==> config.mk <==
export PLATFORM = sky130hd
export DESIGN_NAME = bitserial_gate_ctrl
export DESIGN_NICKNAME = d
export VERILOG_FILES = /design/src/rtl/bitserial_gate_ctrl.sv
export SDC_FILE = /design/constraint.sdc
export NUM_CORES = 1
export LEC_CHECK = 0
export CORE_ASPECT_RATIO = 1.25
export CORE_MARGIN = 5
export CORE_UTILIZATION = 32
export DETAILED_ROUTE_END_ITERATION = 10
export PLACE_DENSITY = 0.55
export SLEW_MARGIN = 15
export SYNTH_ARGS = -nofsm -noshare
export SYNTH_HDL_FRONTEND = slang
export SYNTH_SLANG_ARGS = --single-unit
==> constraint.sdc <==
create_clock -name clk -period 1.9 [get_ports clk]
set_clock_uncertainty 0.1 [all_clocks]
set_input_delay 0.285 -clock clk [delete_from_list [all_inputs] [get_ports clk]]
set_output_delay 0.285 -clock clk [all_outputs]
set_load 0.1 [all_outputs]
==> src/rtl/bitserial_gate_ctrl.sv <==
// Bit-serial sequencer: runs a WIDTH-bit bitwise AND/OR/XOR/XNOR through one
// external 1-bit gate, LSB first, and registers the assembled result.
module bitserial_gate_ctrl #(
  parameter int WIDTH = 8
) (
  input  logic             clk,
  input  logic             rst_n,
  input  logic             start,
  input  logic [1:0]       op,
  input  logic [WIDTH-1:0] A,
  input  logic [WIDTH-1:0] B,
  output logic             busy,
  output logic             done,
  output logic [WIDTH-1:0] result,
  output logic             gate_a,
  output logic             gate_b,
  output logic [1:0]       gate_op,
  input  logic             gate_y
);

  localparam int CW = (WIDTH > 1) ? $clog2(WIDTH) : 1;
  localparam logic [CW-1:0] LAST_BIT = CW'(WIDTH - 1);

  typedef enum logic [1:0] {
    S_IDLE,
    S_RUN,
    S_DONE
  } state_t;

  state_t           r_state;
  state_t           w_state_nxt;
  logic [WIDTH-1:0] r_a_sh;
  logic [WIDTH-1:0] r_b_sh;
  logic [WIDTH-2:0] r_r_sh;
  logic [WIDTH-1:0] r_result;
  logic [1:0]       r_op;
  logic [CW-1:0]    r_cnt;
  logic             w_last;
  logic [WIDTH-1:0] w_r_nxt;

  assign w_last = (r_cnt == LAST_BIT);
  // Only the upper WIDTH-1 partial bits need storing; the newest bit comes
  // straight from the gate on the capturing edge.
  assign w_r_nxt = {gate_y, r_r_sh};

  // NOTE: asynchronous active-low reset sits in the sensitivity list so the
  // state clears the moment rst_n falls, without waiting for a clock edge.
  always_ff @(posedge clk or negedge rst_n) begin
    if (!rst_n) begin
      r_state <= S_IDLE;
    end else begin
      // NOTE: sequential state uses non-blocking assignments so every register
      // samples pre-edge values regardless of statement order.
      r_state <= w_state_nxt;
    end
  end

  always_comb begin
    // NOTE: default first so every path assigns w_state_nxt and no latch forms.
    w_state_nxt = r_state;
    case (r_state)
      S_IDLE:  if (start) w_state_nxt = S_RUN;
      S_RUN:   if (w_last) w_state_nxt = S_DONE;
      S_DONE:  w_state_nxt = S_IDLE;
      default: w_state_nxt = S_IDLE;
    endcase
  end

  always_ff @(posedge clk or negedge rst_n) begin
    if (!rst_n) begin
      r_a_sh   <= '0;
      r_b_sh   <= '0;
      r_r_sh   <= '0;
      r_result <= '0;
      r_op     <= '0;
      r_cnt    <= '0;
    end else begin
      case (r_state)
        S_IDLE: begin
          if (start) begin
            r_a_sh <= A;
            r_b_sh <= B;
            r_op   <= op;
            r_cnt  <= '0;
          end
        end
        S_RUN: begin
          r_a_sh <= {1'b0, r_a_sh[WIDTH-1:1]};
          r_b_sh <= {1'b0, r_b_sh[WIDTH-1:1]};
          r_r_sh <= w_r_nxt[WIDTH-1:1];
          if (w_last) begin
            r_result <= w_r_nxt;
          end else begin
            r_cnt <= r_cnt + CW'(1);
          end
        end
        default: ;
      endcase
    end
  end

  assign busy    = (r_state != S_IDLE);
  assign done    = (r_state == S_DONE);
  assign result  = r_result;
  assign gate_a  = (r_state == S_RUN) & r_a_sh[0];
  assign gate_b  = (r_state == S_RUN) & r_b_sh[0];
  assign gate_op = r_op;

endmodule

Word level (Yosys, flattened, before mapping). Index checks and enable logic that the tools add are counted.

Register bits: 38. Input port bits: 22. Output and inout bits: 14. Logic and storage cells: 34.

$add $sub $neg: 1. Equality and inequality tests: 6. Multiplexer cells: 10. Bitwise logic cells: 2. Reductions and logical operators: 8.

Operators with widths (number): $pmux 8 s2 (2); $mux 8 (2); $reduce_and 2->1 (4); $mux 3 (2); $ne 2x2->1 const B (3); $pmux 3 s2 (1); $mux 2 (2); $pmux 2 s2 (1); $reduce_bool 2->1 (2); $add 3x1->3 const B (1); $eq 3x3->1 const B (1); $reduce_and 3->1 (1); $and 1x1->1 (2); $eq 2x1->1 const B (1); $eq 2x2->1 const B (1); $logic_not 2->1 (1).

Logic depth before layout (Yosys ltp). Gate-level depths: netlist of run 1.

Depth after elaboration: 3. Gate-level depth with buffers: 5. Gate-level depth less buffers: 4.

Worst setup path before layout of run 1. No wires, ideal clock.

Path kind: reg-to-output. From: register r_state[1]. To: output done. Arrival: 2194 ps. Data required time: 1515 ps. Slack: -679 ps. Cell stages (with the launch flop): 5. Path buffers: 3. Cells stage by stage: dfrtp_1 -> buf_2 -> buf_2 -> buf_2 -> nor2b_1.

Cells in the longest elaborated chain, start to end: 1.

RTL lines: start, declared (RTL line 30) `state_t r_state;`; start signal, assigned (RTL line 54) `r_state <= w_state_nxt;`; $eq 2x2->1 (RTL line 103) `assign done = (r_state == S_DONE);`; end, declared (RTL line 13) `output logic done,`.

Every way passes these cells.

Worst setup path in the final report of run 1.
From: register r_state[1]. To: output gate_b.

Cells in the longest elaborated chain, start to end: 2.

RTL lines: $eq 2x1->1 (RTL line 106) `assign gate_b = (r_state == S_RUN) & r_b_sh[0];`; $and 1x1->1 (RTL line 106); end, declared (RTL line 16) `output logic gate_b,`.

Every way passes these cells.

==> flow_metrics.env, run 1 <==
export IMPL_max_slew_margin_pct=63.10
export IMPL_place_congestion=0.7281
export IMPL_ios=36
export IMPL_netlist_area_um2=1808
export IMPL_status="completed"
export IMPL_fp_row_count=30
export IMPL_r2r_worst_path_cells=4
export IMPL_nets=209
export IMPL_grt_ovfl_total=0
export IMPL_critPathRequiredTime_ns=1.51
export IMPL_clockBufferDepth=2
export IMPL_synth_most_common_cell="dfrtp_1"
export IMPL_startpoint_type="flop"
export IMPL_num_vias=1262
export IMPL_yosys_warnings=0
export IMPL_hold_slack_ns=0.4117
export IMPL_synth_area_leaders="dfrtp_1 (53%), mux2_2 (11%), nor4b_1 (5.8%)"
export IMPL_fin_util_pct=43.74
export IMPL_fin_area_um2=2397
export IMPL_syn_num_nets=172
export IMPL_yosysUniqueCellTypes=30
export IMPL_initial_core_util_pct=32.99
export IMPL_synth_ff_type="dfrtp_1"
export IMPL_synth_top_area_share_pct=52.60
export IMPL_firstDrtPassIters=4
export IMPL_p_leak_nw=1.036
export IMPL_irDropWorstVdd_uv=1070
export IMPL_critPathKind="reg -> out"
export IMPL_port_buffers=35
export IMPL_grt_pass1_vias=1339
export IMPL_fin_crit_sh_pct=92.41
export IMPL_dpl_cell_area_um2=2295
export IMPL_grt_usage_pct=10.90
export IMPL_synthTopCellsByCount="dfrtp_1 (38), mux2_2 (17), inv_1 (14)"
export IMPL_wl_per_cell_um=15.17
export IMPL_antenna_found_initial=0
export IMPL_clock_sinks=38
export IMPL_cts_tree="done"
export IMPL_viasPerCell=5.048
export IMPL_tightest_slew_ns=0.5531
export IMPL_rsz0062_at_grt="no"
export IMPL_fmax_ghz=0.5695
export IMPL_endpoint_kind="output port"
export IMPL_coreArea_um2=5480
export IMPL_clk_latency_ns=0.28
export IMPL_drc=0
export IMPL_syn_avg_cell_area_um2=12.22
export IMPL_cts_root_buf="clkbuf_8"
export IMPL_die_w_um=77.23
export IMPL_die_h_um=94.04
export IMPL_dp_hpwl_um=2649
export IMPL_cts_buffers=5
export IMPL_r2r_end="result[6]"
export IMPL_place_inst=241
export IMPL_power_mw=4.642
export IMPL_worstReg2RegStart="r_cnt[0]"
export IMPL_hold_path_depth=1
export IMPL_synthArstFlopShare_pct=100.0
export IMPL_arrival_ns=1.37
export IMPL_die_area_um2=7263
export IMPL_final_cells=250
export IMPL_met1_length_um=1687
export IMPL_clk_pin_slew_ns=0.07
export IMPL_post_cts_buffers=0
export IMPL_wl_met2_um=1843
export IMPL_synth_seq_cells=38
export IMPL_critPathMaxFanout=12
export IMPL_synth_edf_count=0
export IMPL_whs_endpoint="result[0]"
export IMPL_power_density_nw_per_um2=1936
export IMPL_yosysSeqAreaShare_pct=52.60
export IMPL_min_from="r_r_sh[0]"
export IMPL_n_antenna_cell=0
export IMPL_hp_class="reg -> reg"
export IMPL_synth_top_cell_by_area="dfrtp_1"
export IMPL_cts_max_level=2
export IMPL_syn_inst=148
export IMPL_grt_max_degree=39
export IMPL_dr_first_iter_drc_count=95
export IMPL_grt_pass1_wl_um=6403
export IMPL_period_needed_ns=1.756
export IMPL_routed_top_layer="met4"
export IMPL_final_hold_viol_count=0
export IMPL_setup_viol=0
export IMPL_cap_viol_max_count=0
export IMPL_ant_nets=0
export IMPL_syn_to_final_growth_pct=32.60
export IMPL_drive_gt1_share_pct=31.72
export IMPL_wl_met3_um=227
export IMPL_rrSetupSlack_ns=0.26
export IMPL_routed_wl_um=3792
export IMPL_drv_slew=0
metal layers:
| layer | vias up | GRT usage [%] |
|---|---|---|
| met5 | - | 0 |
| li1 | 605 | - |
| met2 | 29 | 17.56 |
| met4 | 0 | 3.438 |
| met1 | 624 | 13.61 |
| met3 | 4 | 3.839 |
per-stage QoR:
stage	setup slack, ns	setup TNS (ns)
2_1_floorplan	-0.08330	-0.1666
3_3_place_gp	0.1104	0
3_5_place_dp	0.03234	0
4_1_cts	0.05231	0
5_1_grt	0.05426	0
6_report	0.1442	0
layout make-up:
class	instances	area (um2)
Inverter	14	52.55
Timing Repair Buffer	42	465.4
Multi-Input combinational cell	84	755.7
Fill cell	526	3083
Sequential cell	38	952.2
Clock buffer	7	86.33
Clock inverter	1	5.005
Tap cell	64	80.08
cells by family (layout without fill, tap and decap cells):
kind of cell	Yosys count	in the layout	share of synthesized area (%)
AO/OA/AOI/OAI	22	22	10.24
adder cells (fa/ha/maj)	2	2	1.384
buffers and inverters	26	64	6.297
flip-flops	38	38	52.60
multiplexers	17	17	10.59
AND/OR/NAND/NOR	43	43	18.89
how the worst max path moves through the flow:
| stage | startpoint | end | cells past startpoint |
|---|---|---|---|
| floorplan | r_state[1] | gate_a | 4 |
| global placement | start | r_a_sh[5] | 4 |
| detailed placement | start | r_a_sh[4] | 4 |
| CTS | r_state[0] | gate_b | 3 |
| global route | r_state[1] | done | 3 |
| finish | r_state[1] | gate_b | 3 |
layout by cell type, fill, tap and decap left out, types with 2 or more instances in the layout:
cell type         n
a211oi_1         11
buf_12            8
buf_4            12
clkbuf_8          6
clkdlybuf4s50_1  20
dfrtp_1          37
ha_1              2
inv_1            14
mux2_2           17
nand2_1           2
nand2b_1          4
nand3_1           2
nor2_2            2
nor3b_1          11
nor4b_1          12
o221a_2           3
o221ai_1          2
or4b_1            3
registers in the layout, summed over array words and instances (netlist names):
name / flops
r_a_sh: 8
r_b_sh: 8
result: 8
r_r_sh: 7
r_cnt: 3
gate_op: 2
r_state: 2
repair_timing:
action	4_1_cts	5_1_grt
hold buffers	1	0
endpoints found under the setup margin	0	2
hold endpoints to repair	38	0
gates resized for setup	0	1
worst max-delay path, stage by stage, from the launching register on:
cell and delay, ns:
dfrtp_1 0.46, nand2b_4 0.26, nor2_2 0.17, buf_12 0.19
power by group:
part	internal, mW	switching (mW)	leakage (nW)	total, mW
clock network	0.293	0.266	0.0482	0.559
registers	1.20	0.261	0.450	1.46
logic	0.983	1.64	0.538	2.63
total	2.47	2.17	1.04	4.64
(Power assumes the default switching activity.)
==> inputs of run 2 (changes only) <==
--- a/config.mk
+++ b/config.mk
@@ -9,7 +9,7 @@
 export CORE_MARGIN = 5
 export CORE_UTILIZATION = 32
 export DETAILED_ROUTE_END_ITERATION = 10
-export PLACE_DENSITY = 0.55
+export PLACE_DENSITY = 0.56
 export SLEW_MARGIN = 15
 export SYNTH_ARGS = -nofsm -noshare
 export SYNTH_HDL_FRONTEND = slang
==> run 2 against run 1 <==
Compared with the run above: cell count up 0.40%; fmax down 0.87%; utilization up 0.16 points; register-to-register slack about the same; count of clock-buffer cells in the layout unchanged; non-clock buffer count up 1; sequential share of layout area down 0.093 points; sequential cell count unchanged; via count up 2.1%; critical path depth unchanged; critical endpoint is now done; largest cell class unchanged.
==> flow_metrics.env, run 2 (synthesis gave the netlist of run 1 again) <==
export IMPL_status="completed"
export IMPL_dp_hpwl_um=2643
export IMPL_grt_max_degree=39
export IMPL_critPathRequiredTime_ns=1.51
export IMPL_max_slew_margin_pct=63.34
export IMPL_final_common_cell="dfrtp_1"
export IMPL_rsz0062_at_grt="no"
export IMPL_rrSetupSlack_ns=0.25
export IMPL_syn_to_final_growth_pct=33.08
export IMPL_ios=36
export IMPL_r2r_worst_path_cells=4
export IMPL_endpoint_kind="output port"
export IMPL_dr_first_iter_drc_count=71
export IMPL_cts_tree="done"
export IMPL_worstReg2RegStart="r_cnt[0]"
export IMPL_antenna_found_initial=0
export IMPL_firstDrtPassIters=4
export IMPL_hp_class="reg -> reg"
export IMPL_setup_viol=0
export IMPL_drive_gt1_share_pct=32.62
export IMPL_whs_endpoint="r_r_sh[0]"
export IMPL_clock_sinks=38
export IMPL_die_h_um=94.04
export IMPL_n_antenna_cell=0
export IMPL_ant_nets=0
export IMPL_die_area_um2=7263
export IMPL_grt_pass1_wl_um=6389
export IMPL_viasPerCell=5.131
export IMPL_arrival_ns=1.39
export IMPL_r2r_end="result[0]"
export IMPL_port_buffers=35
export IMPL_clk_pin_slew_ns=0.07
export IMPL_clockBufferDepth=2
export IMPL_fmax_ghz=0.5646
export IMPL_cts_buffers=5
export IMPL_place_congestion=0.7356
export IMPL_routed_wl_um=3717
export IMPL_final_hold_viol_count=0
export IMPL_fin_util_pct=43.90
export IMPL_grt_ovfl_total=0
export IMPL_cap_viol_max_count=0
export IMPL_grt_usage_pct=10.81
export IMPL_period_needed_ns=1.771
export IMPL_num_vias=1288
export IMPL_wl_per_cell_um=14.81
export IMPL_critPathMaxFanout=17
export IMPL_grt_pass1_vias=1347
export IMPL_critPathKind="reg -> out"
export IMPL_tightest_slew_ns=0.5495
export IMPL_hold_path_depth=1
export IMPL_min_from="r_r_sh[0]"
export IMPL_coreArea_um2=5480
export IMPL_drv_slew=0
export IMPL_startpoint_type="flop"
export IMPL_cts_root_buf="clkbuf_8"
export IMPL_nets=210
export IMPL_clk_latency_ns=0.28
export IMPL_fp_row_count=30
export IMPL_mostFrequentLayoutCells="dfrtp_1 (36), clkdlybuf4s50_1 (20), mux2_2 (17), inv_1 (14), buf_4 (13)"
export IMPL_die_w_um=77.23
export IMPL_fin_crit_sh_pct=93.22
export IMPL_drc=0
export IMPL_initial_core_util_pct=32.99
export IMPL_cts_max_level=2
run 2: cell type report:
class                   instances  area (um2)
clock buffers                   7       86.33
clock inverters                 1       5.005
fillers                       513        3074
inverters                      14       52.55
multi-input cells              84       755.7
flip-flops and latches         38       953.4
well taps                      64       80.08
repair buffers                 43       473.0
run 2: metrics by stage:
step	setup TNS (ns)	setup WS, ns	hold slack, ns	area (um2)	instances
6_report	0	0.1287	0.4051	2406	251
5_1_grt	0	0.04065	0.4294	2406	251
4_1_cts	0	0.001840	0.4114	2404	251
3_5_place_dp	0	0.1008	0.2724	2302	242
3_3_place_gp	0	0.1349	0.2579	2302	242
2_1_floorplan	-0.1666	-0.08330	-0.1106	1821	148
run 2: repair_timing:
item | CTS | global route
buffers inserted | 0 | 0
hold buffers | 1 | 0
hold endpoints to repair | 38 | 0
resized for setup | 0 | 2
endpoints found under the setup margin | 0 | 1
run 2: metal layers:
metal	up-vias	wire [um]	GRT usage [%]	share of wire [%]
met5	-	0	0	0
met2	35	1784	18.19	48
li1	609	-	-	-
met3	5	288	4.607	7.7
met1	639	1601	12.31	43
met4	0	42	3.438	1.1
run 2: worst max path at each step:
stage / startpoint / end / slack (ns) / depth (start not counted)
2_1_floorplan: r_state[1] / gate_a / -0.08 / 4
3_3_place_gp: start / r_b_sh[4] / 0.13 / 4
3_5_place_dp: start / r_a_sh[6] / 0.10 / 4
4_1_cts: r_state[1] / done / 0.002 / 3
5_1_grt: r_state[1] / done / 0.04 / 3
6_report: r_state[1] / done / 0.13 / 3
run 2: critical path: stages, from the launching register on:
cell     delay (ns)
dfrtp_2        0.48
buf_4          0.26
nor2b_4        0.19
buf_12         0.18
Power of run 2 is left out: the tool's default activity adds up to more than one toggle a clock period on the data nets, which glitch-free logic cannot reach.
==> inputs of run 3 (changes only) <==
--- a/config.mk
+++ b/config.mk
@@ -5,11 +5,13 @@
 export SDC_FILE = /design/constraint.sdc
 export NUM_CORES = 1
 export LEC_CHECK = 0
+export ABC_CLOCK_PERIOD_IN_PS = 1900
 export CORE_ASPECT_RATIO = 1.25
 export CORE_MARGIN = 5
 export CORE_UTILIZATION = 32
 export DETAILED_ROUTE_END_ITERATION = 10
 export PLACE_DENSITY = 0.56
+export SKIP_LAST_GASP = 1
 export SLEW_MARGIN = 15
 export SYNTH_ARGS = -nofsm -noshare
 export SYNTH_HDL_FRONTEND = slang
==> results of run 3 <==
Final layout, timing and power as in run 2 (identical DEF).
Power of run 3 is left out for the same reason.
